## config.mk

```make
export PLATFORM = sky130hd
export DESIGN_NAME = gpio_port_bank
export DESIGN_NICKNAME = d
export VERILOG_FILES = /design/src/rtl/gpio_port_bank.sv
export SDC_FILE = /design/constraint.sdc
export NUM_CORES = 1
export LEC_CHECK = 0
export BUFFER_PORTS_ARGS = -buffer_cell sky130_fd_sc_hd__buf_2
export CAP_MARGIN = 20
export CORE_ASPECT_RATIO = 0.9
export CORE_MARGIN = 3
export CORE_UTILIZATION = 56
export CTS_CLUSTER_DIAMETER = 50
export DETAILED_ROUTE_END_ITERATION = 10
export GPL_TIMING_DRIVEN = 1
export PLACE_DENSITY = 0.77
export SYNTH_ARGS = -nofsm -noshare
export SYNTH_HDL_FRONTEND = slang
export SYNTH_SLANG_ARGS = --single-unit
```

## constraint.sdc

```tcl
create_clock -name wb_clk_i -period 2.8 [get_ports wb_clk_i]
set_clock_uncertainty 0.15 [all_clocks]
set_input_delay 0.28 -clock wb_clk_i [delete_from_list [all_inputs] [get_ports wb_clk_i]]
set_output_delay 0.28 -clock wb_clk_i [all_outputs]
set_load 0.02 [all_outputs]
```

## src/rtl/gpio_port_bank.sv

```systemverilog
// NPORTS x 16-bit GPIO bank on the IOR_N/IOW_N strobe bus with its own ack FSM.
// Define GPIO_DEBOUNCE_EN to add a per-port input debouncer of DEB_CYCLES stable cycles.
module gpio_port_bank #(
  parameter int unsigned NPORTS     = 2,
  parameter int unsigned DEB_CYCLES = 16,
  parameter int unsigned ADR_W      = 5
) (
  input  logic                   wb_clk_i,
  input  logic                   wb_rst_n_i,
  input  logic [15:0]            wb_dat_i,
  output logic [15:0]            wb_dat_o,
  input  logic [ADR_W-1:0]       wb_adr_i,
  input  logic                   IOR_N,
  input  logic                   IOW_N,
  input  logic                   CS_N,
  output logic                   wb_ack_o,
  output logic                   irq_o,
  input  logic [NPORTS*16-1:0]   gpio_i,
  output logic [NPORTS*16-1:0]   gpio_o,
  output logic [NPORTS*16-1:0]   gpio_oe_o
);

  if (NPORTS < 1 || NPORTS > 8) begin : g_bad_nports
    $error("gpio_port_bank: NPORTS must be 1..8");
  end
  if ((64'd1 << ADR_W) <= 64'(NPORTS * 4)) begin : g_bad_adr_w
    $error("gpio_port_bank: ADR_W too small for NPORTS");
  end
  if (DEB_CYCLES < 2) begin : g_bad_deb
    $error("gpio_port_bank: DEB_CYCLES must be >= 2");
  end

  typedef enum logic [1:0] {StIdle, StAccess, StHold} state_e;

  state_e                r_state;
  logic                  r_op_wr;
  logic                  r_op_rd;
  logic                  r_ack;
  logic [15:0]           r_dat;
  logic                  r_irq;

  logic [15:0]           r_out  [NPORTS];
  logic [15:0]           r_dir  [NPORTS];
  logic [15:0]           r_stat [NPORTS];
  logic [NPORTS-1:0]     r_irqen;

  logic [NPORTS*16-1:0]  r_sync1;
  logic [NPORTS*16-1:0]  r_sync2;
  logic [NPORTS*16-1:0]  r_cond_d;

  logic [NPORTS*16-1:0]  w_cond;
  logic [NPORTS*16-1:0]  w_rise;
  logic [NPORTS-1:0]     w_stat_any;
  logic [15:0]           w_rd_data;
  logic                  w_wr_en;

  // Input conditioning: two-flop synchroniser, then optional debounce.
  always_ff @(posedge wb_clk_i or negedge wb_rst_n_i) begin
    if (!wb_rst_n_i) begin
      r_sync1  <= '0;
      r_sync2  <= '0;
      r_cond_d <= '0;
    end else begin
      r_sync1  <= gpio_i;
      r_sync2  <= r_sync1;
      r_cond_d <= w_cond;
    end
  end

`ifdef GPIO_DEBOUNCE_EN
  localparam int unsigned CNT_W = $clog2(DEB_CYCLES);
  localparam logic [CNT_W-1:0] DEB_MAX = CNT_W'(DEB_CYCLES - 1);

  logic [CNT_W-1:0]      r_cnt [NPORTS];
  logic [NPORTS*16-1:0]  r_deb;

  // A pending change of sync (sync1 != sync2) restarts the stability count.
  always_ff @(posedge wb_clk_i or negedge wb_rst_n_i) begin
    if (!wb_rst_n_i) begin
      r_deb <= '0;
      for (int p = 0; p < NPORTS; p++) r_cnt[p] <= '0;
    end else begin
      for (int p = 0; p < NPORTS; p++) begin
        if (r_sync1[p*16 +: 16] != r_sync2[p*16 +: 16]) begin
          r_cnt[p] <= '0;
        end else if (r_sync2[p*16 +: 16] != r_deb[p*16 +: 16]) begin
          if (r_cnt[p] == DEB_MAX) begin
            r_deb[p*16 +: 16] <= r_sync2[p*16 +: 16];
            r_cnt[p]          <= '0;
          end else begin
            r_cnt[p] <= r_cnt[p] + 1'b1;
          end
        end else begin
          r_cnt[p] <= '0;
        end
      end
    end
  end

  assign w_cond = r_deb;
`else
  assign w_cond = r_sync2;
`endif

  assign w_rise  = w_cond & ~r_cond_d;
  assign w_wr_en = (r_state == StAccess) && r_op_wr;

  always_comb begin
    w_rd_data = '0;
    for (int p = 0; p < NPORTS; p++) begin
      if (wb_adr_i == ADR_W'(4 * p))     w_rd_data = r_out[p];
      if (wb_adr_i == ADR_W'(4 * p + 1)) w_rd_data = r_dir[p];
      if (wb_adr_i == ADR_W'(4 * p + 2)) w_rd_data = w_cond[p*16 +: 16];
      if (wb_adr_i == ADR_W'(4 * p + 3)) w_rd_data = r_stat[p];
    end
    if (wb_adr_i == ADR_W'(4 * NPORTS)) w_rd_data = 16'(r_irqen);
  end

  always_comb begin
    w_stat_any = '0;
    gpio_o     = '0;
    gpio_oe_o  = '0;
    for (int p = 0; p < NPORTS; p++) begin
      w_stat_any[p]         = |r_stat[p];
      gpio_o[p*16 +: 16]    = r_out[p];
      gpio_oe_o[p*16 +: 16] = r_dir[p];
    end
  end

  // Access handshake: one operation per strobe assertion, ack held until release.
  always_ff @(posedge wb_clk_i or negedge wb_rst_n_i) begin
    if (!wb_rst_n_i) begin
      r_state <= StIdle;
      r_op_wr <= 1'b0;
      r_op_rd <= 1'b0;
      r_ack   <= 1'b0;
      r_dat   <= '0;
    end else begin
      case (r_state)
        StIdle: begin
          r_ack <= 1'b0;
          if (!CS_N && (!IOR_N || !IOW_N)) begin
            r_state <= StAccess;
            r_op_wr <= !IOW_N;
            r_op_rd <= !IOR_N;
          end
        end
        StAccess: begin
          r_state <= StHold;
          r_ack   <= 1'b1;
          if (r_op_wr) begin
            if (r_op_rd) r_dat <= '0;
          end else if (r_op_rd) begin
            r_dat <= w_rd_data;
          end
        end
        StHold: begin
          if (CS_N || (IOR_N && IOW_N)) begin
            r_state <= StIdle;
            r_ack   <= 1'b0;
          end
        end
        default: begin
          r_state <= StIdle;
          r_ack   <= 1'b0;
        end
      endcase
    end
  end

  // Register file; an edge set on the same cycle as a W1C wins.
  always_ff @(posedge wb_clk_i or negedge wb_rst_n_i) begin
    if (!wb_rst_n_i) begin
      r_irqen <= '0;
      r_irq   <= 1'b0;
      for (int p = 0; p < NPORTS; p++) begin
        r_out[p]  <= '0;
        r_dir[p]  <= '0;
        r_stat[p] <= '0;
      end
    end else begin
      for (int p = 0; p < NPORTS; p++) begin
        if (w_wr_en && wb_adr_i == ADR_W'(4 * p))     r_out[p] <= wb_dat_i;
        if (w_wr_en && wb_adr_i == ADR_W'(4 * p + 1)) r_dir[p] <= wb_dat_i;
        if (w_wr_en && wb_adr_i == ADR_W'(4 * p + 3)) begin
          r_stat[p] <= (r_stat[p] & ~wb_dat_i) | w_rise[p*16 +: 16];
        end else begin
          r_stat[p] <= r_stat[p] | w_rise[p*16 +: 16];
        end
      end
      if (w_wr_en && wb_adr_i == ADR_W'(4 * NPORTS)) r_irqen <= wb_dat_i[NPORTS-1:0];
      r_irq <= |(r_irqen & w_stat_any);
    end
  end

  assign wb_ack_o = r_ack;
  assign wb_dat_o = r_dat;
  assign irq_o    = r_irq;

endmodule

```

# Yosys cells after proc, flatten, opt, wreduce, memory -nomap -nowiden
# Cells that the tools add are included.
# totals
regBits	216
in_bits	58
out_inout_bits	82
word_cells	80
# classes
eq_ne	12
muxes	19
n_bitwise	10
reduce_logical	23
# op_table
cell	count
16-bit 2-to-1 mux	14
16-bit OR	4
16-bit AND	2
32-bit AND	1
32-bit NOT	1
16-bit OR reduction	2
5-bit by 3-bit equality test with 1-bit output, second input constant	4
16-bit NOT	1
5-bit by 2-bit equality test with 1-bit output, second input constant	2
1-bit logical AND	10
2-bit case mux with 3 select lines	1
2-bit AND reduction	3
5-bit by 1-bit equality test with 1-bit output, second input constant	1
5-bit by 4-bit equality test with 1-bit output, second input constant	1
5-bit zero test	1
2-bit 2-to-1 mux	2
2-bit inequality test, second input constant	2
1-bit zero test	3
2-bit AND	1
2-bit by 1-bit equality test with 1-bit output, second input constant	1
2-bit equality test, second input constant	1
2-bit zero test	1
1-bit logical OR	2
1-bit case mux with 2 select lines	1
other kinds (2)	2

# Depth between registers and ports, before layout
# Gate-level depths: netlist of run 1.
# logic_depth
word_depth	12
ltp_mapped	9
ltp_nobuf	5

# Worst setup path after synthesis of run 1
# Ideal clock, no wire load.
# synth_path
path_kind	in2reg
startpoint	in wb_adr_i[2]
endpoint	reg r_dir, in the netlist gpio_oe_o[10]
arrival_time_ns	1.826
required_ns	2.525
setup_slack_ns	0.699
stages	6
n_path_buf	2
cell_sequence	buf_2 > nor3_2 > nand2b_2 > nor2_2 > buf_2 > mux2_2
# synth_between
elab_chain_cells	2
# synth_rtl
element	line_no	rtl
start: declaration	12	input logic [ADR_W-1:0] wb_adr_i,
5-bit by 1-bit equality test with 1-bit output	184	if (w_wr_en && wb_adr_i == ADR_W'(4 * p + 1)) r_dir[p] <= wb_dat_i;
1-bit logical AND	184	
end signal: indexed assignment	184	
end: declaration	43	logic [15:0] r_dir [NPORTS];
# No other way between the ends.
# A chain may end at the register's enable or synchronous reset.

# Final worst setup path of run 1
# layout_path
startpoint	reg r_state[1]
endpoint	reg r_dat[14], in the netlist wb_dat_o[14]
# layout_between
elab_chain_cells	2
# layout_rtl
element	line_no	rtl
start: declaration	35	state_e r_state;
start signal: assignment	133	r_state <= StIdle;
start signal: assignment	143	r_state <= StAccess;
start signal: assignment	149	r_state <= StHold;
2-bit by 1-bit equality test with 1-bit output	139	case (r_state)
2-bit AND reduction (no line)	--	
end signal: assignment	154	r_dat <= w_rd_data;
end: declaration	39	logic [15:0] r_dat;
# No other way between the ends.

==> flow_summary.toml, run 1 <==
[worst_setup_path]
r2r_slack_ps = 340
startpoint = "r_state[1]"
endpoint = "wb_dat_o[14]"
worstSetupPathDepth = 6
critPathMaxStageDelay_ps = 530
crit_type = "reg2reg"
cp_cell_sequence = "nand3b_1 > buf_4 > or4_1 > nor3_1 > o21ai_0 > o21ai_0"
critical_path.slowest_cell = "or4_1"
start_kind = "flop"
cp_num_buf_inv = 1
critical-path-top-delay-family = "simple AND/OR/NAND/NOR gates"
crit_required_ps = 3070
cp.arrival_ps = 2730
endpoint_kind = "flop"
r2r_end = "wb_dat_o[14]"
cp_max_fo = 9
crit_top_cell = "o21ai_0"
rr_startpoint = "r_state[1]"
reg2reg_depth = 6

[cts]
cts_htree_levels = 1
clk_latency_ps = 500
cts_buffers = 23
cts_setup_buffers = 0
ctsHoldBuffers = 51
path_clk_slew_ps = 60
cts_buffer_depth = 3
clock-sinks = 216
root_buffer = "clkbuf_16"
cts_tree = "built"
cts_resized = 0

[detailed_routing]
final_antenna_net_count = 0
first_pass_iters = 5
drc = 0
vias = 6077
routed_via_density = 5.855
drtIter0Drc = 634
wire_per_inst_um = 21.75
drt-total-wl_um = 22570

[logic_synthesis]
async_reset_ff_share_pct = 100.0
syn_area_um2 = 8348
syn_inst = 623
ys_warn_count = 0
synth-seq-cells = 216
synth_area_per_cell_um2 = 13.40
yosysUniqueCellTypes = 43
ys_seq_area_share_pct = 64.75
synth_flop_cell = "dfrtp_1"
synth_edf_count = 0
syn-num-nets = 681

[global_routing]
grt_max_degree = 62
grt_pass1_wl_um = 35830
first_global_vias = 6294
antenna_found_initial = 1
grt.overflow.total = 0
grt_usage_pct = 28.29

[die]
die_w_um = 134.7
placementRows = 41
boundaryPins = 140
die_h_um = 121.8
initial_core_util_pct = 58.33
die_area_um2 = 16410
core_um2 = 14310

[timing]
fin_tns_setup_ps = 0
fin_crit_ps = 2464
worst_pin_slew_ps = 860.1
finalHoldViolCount = 0
finalCritPeriodShare_pct = 87.99
finalSetupViolCount = 0
relSlewSlack_pct = 42.66
drv_slew = 0
fmax_mhz = 405.9
rsz0062_at_grt = "no"

[pwr]
p_per_area_nw_per_um2 = 748.2
ir_drop_uv = 574.5
p_leak_nw = 5.151

[cells_and_area]
drive_above_1_share_pct = 33.89
finalNetCount = 887
nFillCells = 892
final_util_pct = 74.18
syn2layout_area_growth_pct = 27.19

[place]
place.gp.congestion = 0.8983
place_hpwl_um = 15340
io_buffers = 139

[outcome]
status = "finished, final reports clean"

[worst_hold_path]
holdPathStages = 2
hp-class = "in2reg"

[job]
drv_cap = 0
==> synth_stat cells (3+ instances only) <==
cell / instances / share of area [%]
mux2_2: 66 / 8.9
a21oi_1: 10 / 0.60
buf_1: 4 / 0.18
a211oi_1: 3 / 0.27
a222oi_1: 9 / 1.1
nor3_1: 5 / 0.30
nor2_1: 22 / 0.99
nand3_1: 3 / 0.18
nand3b_1: 3 / 0.27
inv_1: 46 / 2.1
clkbuf_1: 12 / 0.54
a2111oi_2: 9 / 1.6
buf_2: 11 / 0.66
dfrtp_1: 216 / 65
mux2i_1: 14 / 1.7
nor3_2: 3 / 0.36
a221o_1: 11 / 1.3
nor2b_1: 3 / 0.22
nor4_1: 8 / 0.60
nand2b_1: 7 / 0.52
o21ai_0: 28 / 1.7
nand2_1: 52 / 2.3
a22o_1: 44 / 4.6
mux4_2: 6 / 1.6
==> stage by stage <==
stage	worst slack (ps)	std cells	power (mW)	area [µm²]	hold slack (ps)
floorplan	699.3	623	4.291	8348	-165.6
global placement	326.8	946	4.815	9331	78.83
detailed placement	228.4	946	4.853	9331	82.56
CTS	372.1	1037	7.964	10620	9.311
global route	154.5	1038	8.239	10620	15.17
finish	336.2	1038	7.944	10620	29.94
==> state kept, by name, summed over array words and instances, names as in the netlist <==
signal / count
wb_ack_o: 1
r_sync2: 32
r_cond_d: 32
irq_o: 1
gpio_o: 32
r_irqen: 2
r_stat: 32
r_state: 2
r_op_wr: 1
r_op_rd: 1
wb_dat_o: 16
gpio_oe_o: 32
r_sync1: 32
==> final cells by class <==
type                       count  area [µm²]  area share, %
antenna                        1       2.502        0.02357
multi-input combinational    330        2618          24.65
clock inverter                 9       117.6          1.108
inverter                      46       172.7          1.626
sequential                   216        5405          50.91
timing repair buffer         212        1405          13.23
tap                          193       241.5          2.274
clock buffer                  31       655.6          6.175
==> per-layer routing <==
metal	wire length [µm]	global-route usage (%)	part of all wire (%)	vias to the layer above
met2	10340	43.72	46	303
met1	9851	42.46	44	3072
li1	-	-	-	2655
met3	1757	4.335	7.8	47
met4	623	7.952	2.8	0
met5	0	0	0	-
==> kinds of logic after synthesis <==
kind of cell	Yosys count	share of synthesized area, %
flops	216	64.75
compound gates	125	12.19
simple gates	119	6.970
mux	86	12.20
buf+inv	77	3.897
==> how the worst min path moves through the flow <==
stage                           start            end
final                     wb_dat_i[8]  gpio_oe_o[24]
after floorplan            wb_rst_n_i      gpio_o[0]
after detailed placement   wb_rst_n_i    r_sync2[24]
after global routing      wb_dat_i[8]      gpio_o[8]
after CTS                 wb_dat_i[8]      gpio_o[8]
after global placement     wb_rst_n_i    wb_dat_o[7]
==> power by group <==
part	leakage (nW)	switching, mW	total, mW	internal, mW
Clock	0.381	1.23	3.07	1.84
Combinational	2.22	0.716	1.20	0.480
Sequential	2.55	0.255	3.68	3.42
==> worst register-to-register path: stages (launching register included) <==
cell	delay, ps
dfrtp_1	430
nand3b_1	290
buf_4	240
or4_1	530
nor3_1	430
o21ai_0	140
o21ai_0	180
==> cells in the final DEF (no fill, tap or decap), types with 3 or more instances in the layout <==
cell	count
dfrtp_1	216
buf_2	138
mux2_2	66
nand2_1	52
dlygate4sd3_1	51
inv_1	46
a22o_1	44
o21ai_0	28
clkbuf_16	23
nor2_1	22
buf_4	20
mux2i_1	14
a221o_1	11
a21oi_1	10
a222oi_1	9
a2111oi_2	9
nor4_1	8
nand2b_1	7
mux4_2	6
clkbuf_8	6
nor3_1	5
clkinv_4	4
nand3b_1	3
nand3_1	3
nor3_2	3
a211oi_1	3
nor2b_1	3
clkbuf_1	3
(Power assumes the default switching activity.)
==> run 2, diff against run 1 <==
==> config.mk (replaced) <==
export PLATFORM = sky130hd
export DESIGN_NAME = gpio_port_bank
export DESIGN_NICKNAME = d
export VERILOG_FILES = /design/src/rtl/gpio_port_bank.sv
export SDC_FILE = /design/constraint.sdc
export NUM_CORES = 1
export LEC_CHECK = 0
export ABC_AREA = 1
export CAP_MARGIN = 20
export CORE_ASPECT_RATIO = 0.9
export CORE_MARGIN = 3
export CORE_UTILIZATION = 60
export CTS_CLUSTER_DIAMETER = 50
export DETAILED_ROUTE_END_ITERATION = 10
export DONT_BUFFER_PORTS = 1
export GPL_TIMING_DRIVEN = 1
export PLACE_DENSITY = 0.74
export SYNTH_ARGS = -nofsm -noshare
export SYNTH_HDL_FRONTEND = slang
export SYNTH_SLANG_ARGS = --single-unit
==> flow_summary.toml, run 2 <==
[logic_synthesis]
synth_area_leader_cell = "dfrtp_1"
ys_warn_count = 0
async_reset_ff_share_pct = 100.0
synth_area_per_cell_um2 = 9.703
synth-seq-cells = 216
synth_most_common_cell = "nand2_1"
yosysUniqueCellTypes = 25
netlist_top_cells_count = "nand2_1 (267), dfrtp_1 (216), o21ai_0 (97)"
ys_seq_area_share_pct = 65.84
syn_area_um2 = 8209
syn-num-nets = 904
synth_top_area_share_pct = 65.84
synth_edf_count = 0
synth_flop_cell = "dfrtp_1"
syn_inst = 846
synthTopCellsByArea = "dfrtp_1 (66%), nand2_1 (12%), o21ai_0 (5.9%), inv_1 (4.1%), o21ai_1 (2.3%)"

[cells_and_area]
drive_above_1_share_pct = 6.652
nFillCells = 893
final_common_cell = "nand2_1"
antenna_cells = 0
syn2layout_area_growth_pct = 17.19
finalNetCount = 959
final_cell_mix = "nand2_1 (267), dfrtp_1 (216), o21ai_0 (97)"
final_util_pct = 73.84

[timing]
drv_slew = 0
fmax_mhz = 483.3
fin_tns_setup_ps = 0
finalCritPeriodShare_pct = 73.89
rsz0062_at_grt = "no"
relSlewSlack_pct = 60.49
hold_ws_ps = -661.4
fin_crit_ps = 2069
finalHoldViolCount = 216
finalSetupViolCount = 0
worst_pin_slew_ps = 591.2

[global_routing]
grt_usage_pct = 27.01
grt_pass1_wl_um = 31640
grt.met1_usage_pct = 34.02
grt_max_degree = 217
busiest_layer = "met2"
use_met3_pct = 7.804
grt_use_met2_pct = 45.82
grt.overflow.total = 0
antenna_found_initial = 0
first_global_vias = 6163

[detailed_routing]
final_antenna_net_count = 0
first_pass_iters = 5
vias = 6081
wire_per_inst_um = 18.46
routed_via_density = 5.625
drc = 0
drtIter0Drc = 733
drt-total-wl_um = 19960

[worst_setup_path]
critical_path.slowest_cell = "dfrtp_1"
crit_top_cell = "nand2_1"
start_kind = "flop"
crit_type = "reg2reg"
critPathMaxStageDelay_ps = 360
cp_max_fo = 17
endpoint_kind = "flop"
cp_cell_sequence = "inv_1 > nor2_2 > nand2_2 > nor2_1 > nand2_1 > a21oi_1 > nand2_1 > nand2_1"
crit_required_ps = 3090
cp.arrival_ps = 2360

[cts]
cts_tree = "built"
cts_buffers = 22
cts_buffer_depth = 3
root_buffer = "clkbuf_16"
ctsHoldBuffers = 53
cts_htree_levels = 1
path_clk_slew_ps = 60
clock-sinks = 216
clk_latency_ps = 500
cts_resized = 0

[pwr]
p_per_area_nw_per_um2 = 772.1
p_leak_nw = 4.733
total_power_mw = 7.428
ir_drop_uv = 650.0

[die]
die_h_um = 117.0
boundaryPins = 140
die_w_um = 129.3
placementRows = 39
core_um2 = 13030
die_area_um2 = 15120
initial_core_util_pct = 63.01

[outcome]
status = "complete, but fails checks"
violations = "hold timing"

[worst_hold_path]
hp-class = "in2async"

[place]
place.gp.congestion = 0.9408
place_hpwl_um = 13350
io_buffers = 0

[job]
drv_cap = 0
[run 2: repair_timing]
action | 4_1_cts | 5_1_grt
endpoints found under the hold margin | 317 | 216
endpoints found under the setup margin | 0 | 0
setup buffers | 0 | 0
[run 2: final timing paths]
kind,from,to,slack (ps),cells after the start
min in group wb_clk_i,wb_adr_i[3],wb_dat_o[0],110,5
worst min-delay path,wb_rst_n_i,gpio_oe_o[1],-660,0
max in group asynchronous,wb_rst_n_i,r_state[0],2770,0
worst max register to register,r_state[0],wb_dat_o[4],730,8
worst min register to register,r_sync1[19],r_sync2[19],200,0
worst max-delay path,r_state[0],wb_dat_o[4],730,8
[run 2: logic make-up after synthesis]
family | after synthesis | synth area share [%]
flops | 216 | 65.84
compound gates | 162 | 10.04
buf+inv | 119 | 6.020
simple gates | 349 | 18.09
[run 2: layout make-up]
cell class / instances / area (µm²) / share of cell area (%)
well taps: 164 / 205.2 / 2.133
repair buffers: 57 / 560.5 / 5.827
flip-flops and latches: 216 / 5405 / 56.18
clock inverters: 6 / 95.09 / 0.9884
clock buffers: 34 / 695.7 / 7.231
multi-input cells: 511 / 2310 / 24.01
inverters: 93 / 349.1 / 3.629
[run 2: metal layers]
metal	part of all wire, %	up-vias	wire, µm
met1	38	2983	7625
met5	0	-	0
met2	50	244	10010
met4	2.6	0	519
li1	-	2811	-
met3	9.0	43	1806
[run 2: where the power goes]
group	internal, mW	switching (mW)
clock network	1.90	1.18
registers	3.41	0.500
logic	0.187	0.252
[run 2: worst max-delay path, delay by kind of cell, from the launching register on]
family,cells,cell delay [ps]
AND/OR/NAND/NOR,6,1160
buffers and inverters,1,80
AO/OA/AOI/OAI,1,260
flip-flops,1,360
[run 2: through the flow]
stage          instances  instance area, µm²  hold slack (ps)  setup WS (ps)
2_1_floorplan        846                8209           -165.6           1271
3_3_place_gp         988                8299           -157.8          778.7
3_5_place_dp         988                8299           -158.0          733.3
4_1_cts             1081                9620           -685.3          723.6
5_1_grt             1081                9620           -686.8          497.7
6_report            1081                9620           -661.4          731.0
==> run 3, diff against run 2 <==
--- a/config.mk
+++ b/config.mk
@@ -9,12 +9,12 @@
 export CAP_MARGIN = 20
 export CORE_ASPECT_RATIO = 0.9
 export CORE_MARGIN = 3
-export CORE_UTILIZATION = 60
+export CORE_UTILIZATION = 56
 export CTS_CLUSTER_DIAMETER = 50
 export DETAILED_ROUTE_END_ITERATION = 10
 export DONT_BUFFER_PORTS = 1
 export GPL_TIMING_DRIVEN = 1
-export PLACE_DENSITY = 0.74
+export PLACE_DENSITY = 0.72
 export SYNTH_ARGS = -nofsm -noshare
 export SYNTH_HDL_FRONTEND = slang
 export SYNTH_SLANG_ARGS = --single-unit
==> constraint.sdc (replaced) <==
create_clock -name wb_clk_i -period 1.9 [get_ports wb_clk_i]
set_clock_uncertainty 0.15 [all_clocks]
set_input_delay 0.19 -clock wb_clk_i [delete_from_list [all_inputs] [get_ports wb_clk_i]]
set_output_delay 0.19 -clock wb_clk_i [all_outputs]
set_load 0.02 [all_outputs]
==> flow_summary.toml, run 3 (same netlist as run 2, synthesis figures left out) <==
[detailed_routing]
drt-met1-wl_um = 7754
route.met3.wl_um = 1740
drc = 0
drtIter0Drc = 499
first_pass_iters = 5
wire_per_inst_um = 17.55
routed_via_density = 5.339
vias = 5953
drt-total-wl_um = 19570
met2WireLength_um = 9399
top_layer_used = "met4"
final_antenna_net_count = 0

[global_routing]
grt.overflow.total = 0
grt_pass1_wl_um = 31820
first_global_vias = 6110
antenna_found_initial = 0
grt_max_degree = 217
grt_usage_pct = 25.09

[cts]
cts_buffer_depth = 3
path_clk_slew_ps = 60
root_buffer = "clkbuf_16"
cts_setup_buffers = 0
cts_htree_levels = 1
ctsHoldBuffers = 54
cts_buffers = 22
clk_latency_ps = 500
cts_tree = "built"
clock-sinks = 216

[worst_hold_path]
hp-class = "in2async"

[timing]
fin_crit_ps = 1755
fin_tns_setup_ps = 0
hold_ws_ps = -767.1
fmax_mhz = 569.8
relSlewSlack_pct = 68.28
fin_ws_ps = 145.0
finalHoldViolCount = 216
finalCritPeriodShare_pct = 92.37
finalSetupViolCount = 0
drv_slew = 0
worst_pin_slew_ps = 471.5
rsz0062_at_grt = "yes"

[cells_and_area]
nFillCells = 1098
finalNetCount = 966
instances_no_fill = 1115
antenna_cells = 0
final_cell_mix = "nand2_1 (265), dfrtp_1 (216), o21ai_0 (97)"
final_common_cell = "nand2_1"
final_util_pct = 68.20
syn2layout_area_growth_pct = 17.62
drive_above_1_share_pct = 7.050

[die]
die_w_um = 133.6
boundaryPins = 140
placementRows = 41
core_um2 = 14160
die_h_um = 120.9
die_area_um2 = 16150
initial_core_util_pct = 57.98

[outcome]
violations = "hold timing"
status = "complete, but fails checks"

[worst_setup_path]
cp.arrival_ps = 1980
crit_required_ps = 2120
cp_max_fo = 16
reg2reg_depth = 6
start_kind = "flop"
crit_type = "reg2reg"
endpoint_kind = "flop"
rr_startpoint = "r_state[1]"
r2r_slack_ps = 140
r2r_end = "r_stat[15]"

[place]
place_hpwl_um = 13620
pre_cts_slack_ps = 29.17
dp_cells = 1023
place.gp.congestion = 0.9063
io_buffers = 0

[pwr]
cell_internal_pwr_mw = 7.802
ir_drop_uv = 630.8
power_frac_clock_pct = 39.6
seqPwrFrac_pct = 54.2
p_sw_share_pct = 26.56
p_per_area_nw_per_um2 = 1100
p_switching_mw = 2.822
p_leak_nw = 4.754
combPwrFrac_pct = 6.2

[job]
drv_cap = 0
==> run 3: cell count changes in the layout (fill, tap and decap cells not counted), sizes merged <==
| cell | change |
|---|---|
| clkinvlp | +1 |
| buf | +6 |
| clkinv | -2 |
| inv | +1 |
| bufinv | -2 |
| dlygate4sd3 | +1 |
==> run 3: worst max-delay path by stage <==
stage / startpoint / end / slack, ps / depth (start not counted)
5_1_grt: r_state[0] / r_stat[4] / -3 / 7
3_5_place_dp: r_state[1] / r_stat[15] / 30 / 6
6_report: r_state[1] / r_stat[15] / 140 / 6
3_3_place_gp: r_state[1] / r_stat[15] / 120 / 6
4_1_cts: r_state[1] / r_stat[4] / 20 / 6
2_1_floorplan: r_state[1] / r_stat[10] / 370 / 7
==> run 3: final cells by class <==
class | count | area, µm² | share of cell area, %
sequential | 216 | 5405 | 55.98
multi-input combinational | 511 | 2325 | 24.08
clock buffer | 34 | 686.9 | 7.114
timing repair buffer | 64 | 615.6 | 6.376
inverter | 93 | 349.1 | 3.615
tap | 193 | 241.5 | 2.501
clock inverter | 4 | 32.53 | 0.3369
==> run 3: power by group through the flow <==
stage / logic [mW] / clock network, mW / registers [mW]
2_1_floorplan: 0.418 / 0 / 5.70
3_3_place_gp: 0.508 / 0 / 5.83
3_5_place_dp: 0.533 / 0 / 5.84
4_1_cts: 0.645 / 4.29 / 5.76
5_1_grt: 0.752 / 4.52 / 5.81
6_report: 0.655 / 4.21 / 5.76
==> run 3: layer usage <==
| metal | vias to the layer above | global-route usage, % |
|---|---|---|
| li1 | 2806 | - |
| met1 | 2866 | 32.81 |
| met2 | 232 | 40.89 |
| met3 | 49 | 7.007 |
| met4 | 0 | 8.740 |
| met5 | - | 0 |
==> run 3: timing repair <==
action,CTS,global route
gates resized for setup,0,4
endpoints found under the setup margin,0,45
endpoints found under the hold margin,352,216
==> run 3: stage by stage <==
stage | total power, mW | instance area [µm²]
after floorplan | 6.122 | 8209
after global placement | 6.339 | 8381
after detailed placement | 6.376 | 8381
after CTS | 10.70 | 9641
after global routing | 11.08 | 9656
final | 10.62 | 9656
==> run 3: critical path: stages (launching register included) <==
cell and delay [ps]:
dfrtp_1 400, nor2_2 150, inv_1 90, nor2_4 230
nand2_2 250, o21ai_0 230, o21ai_0 120
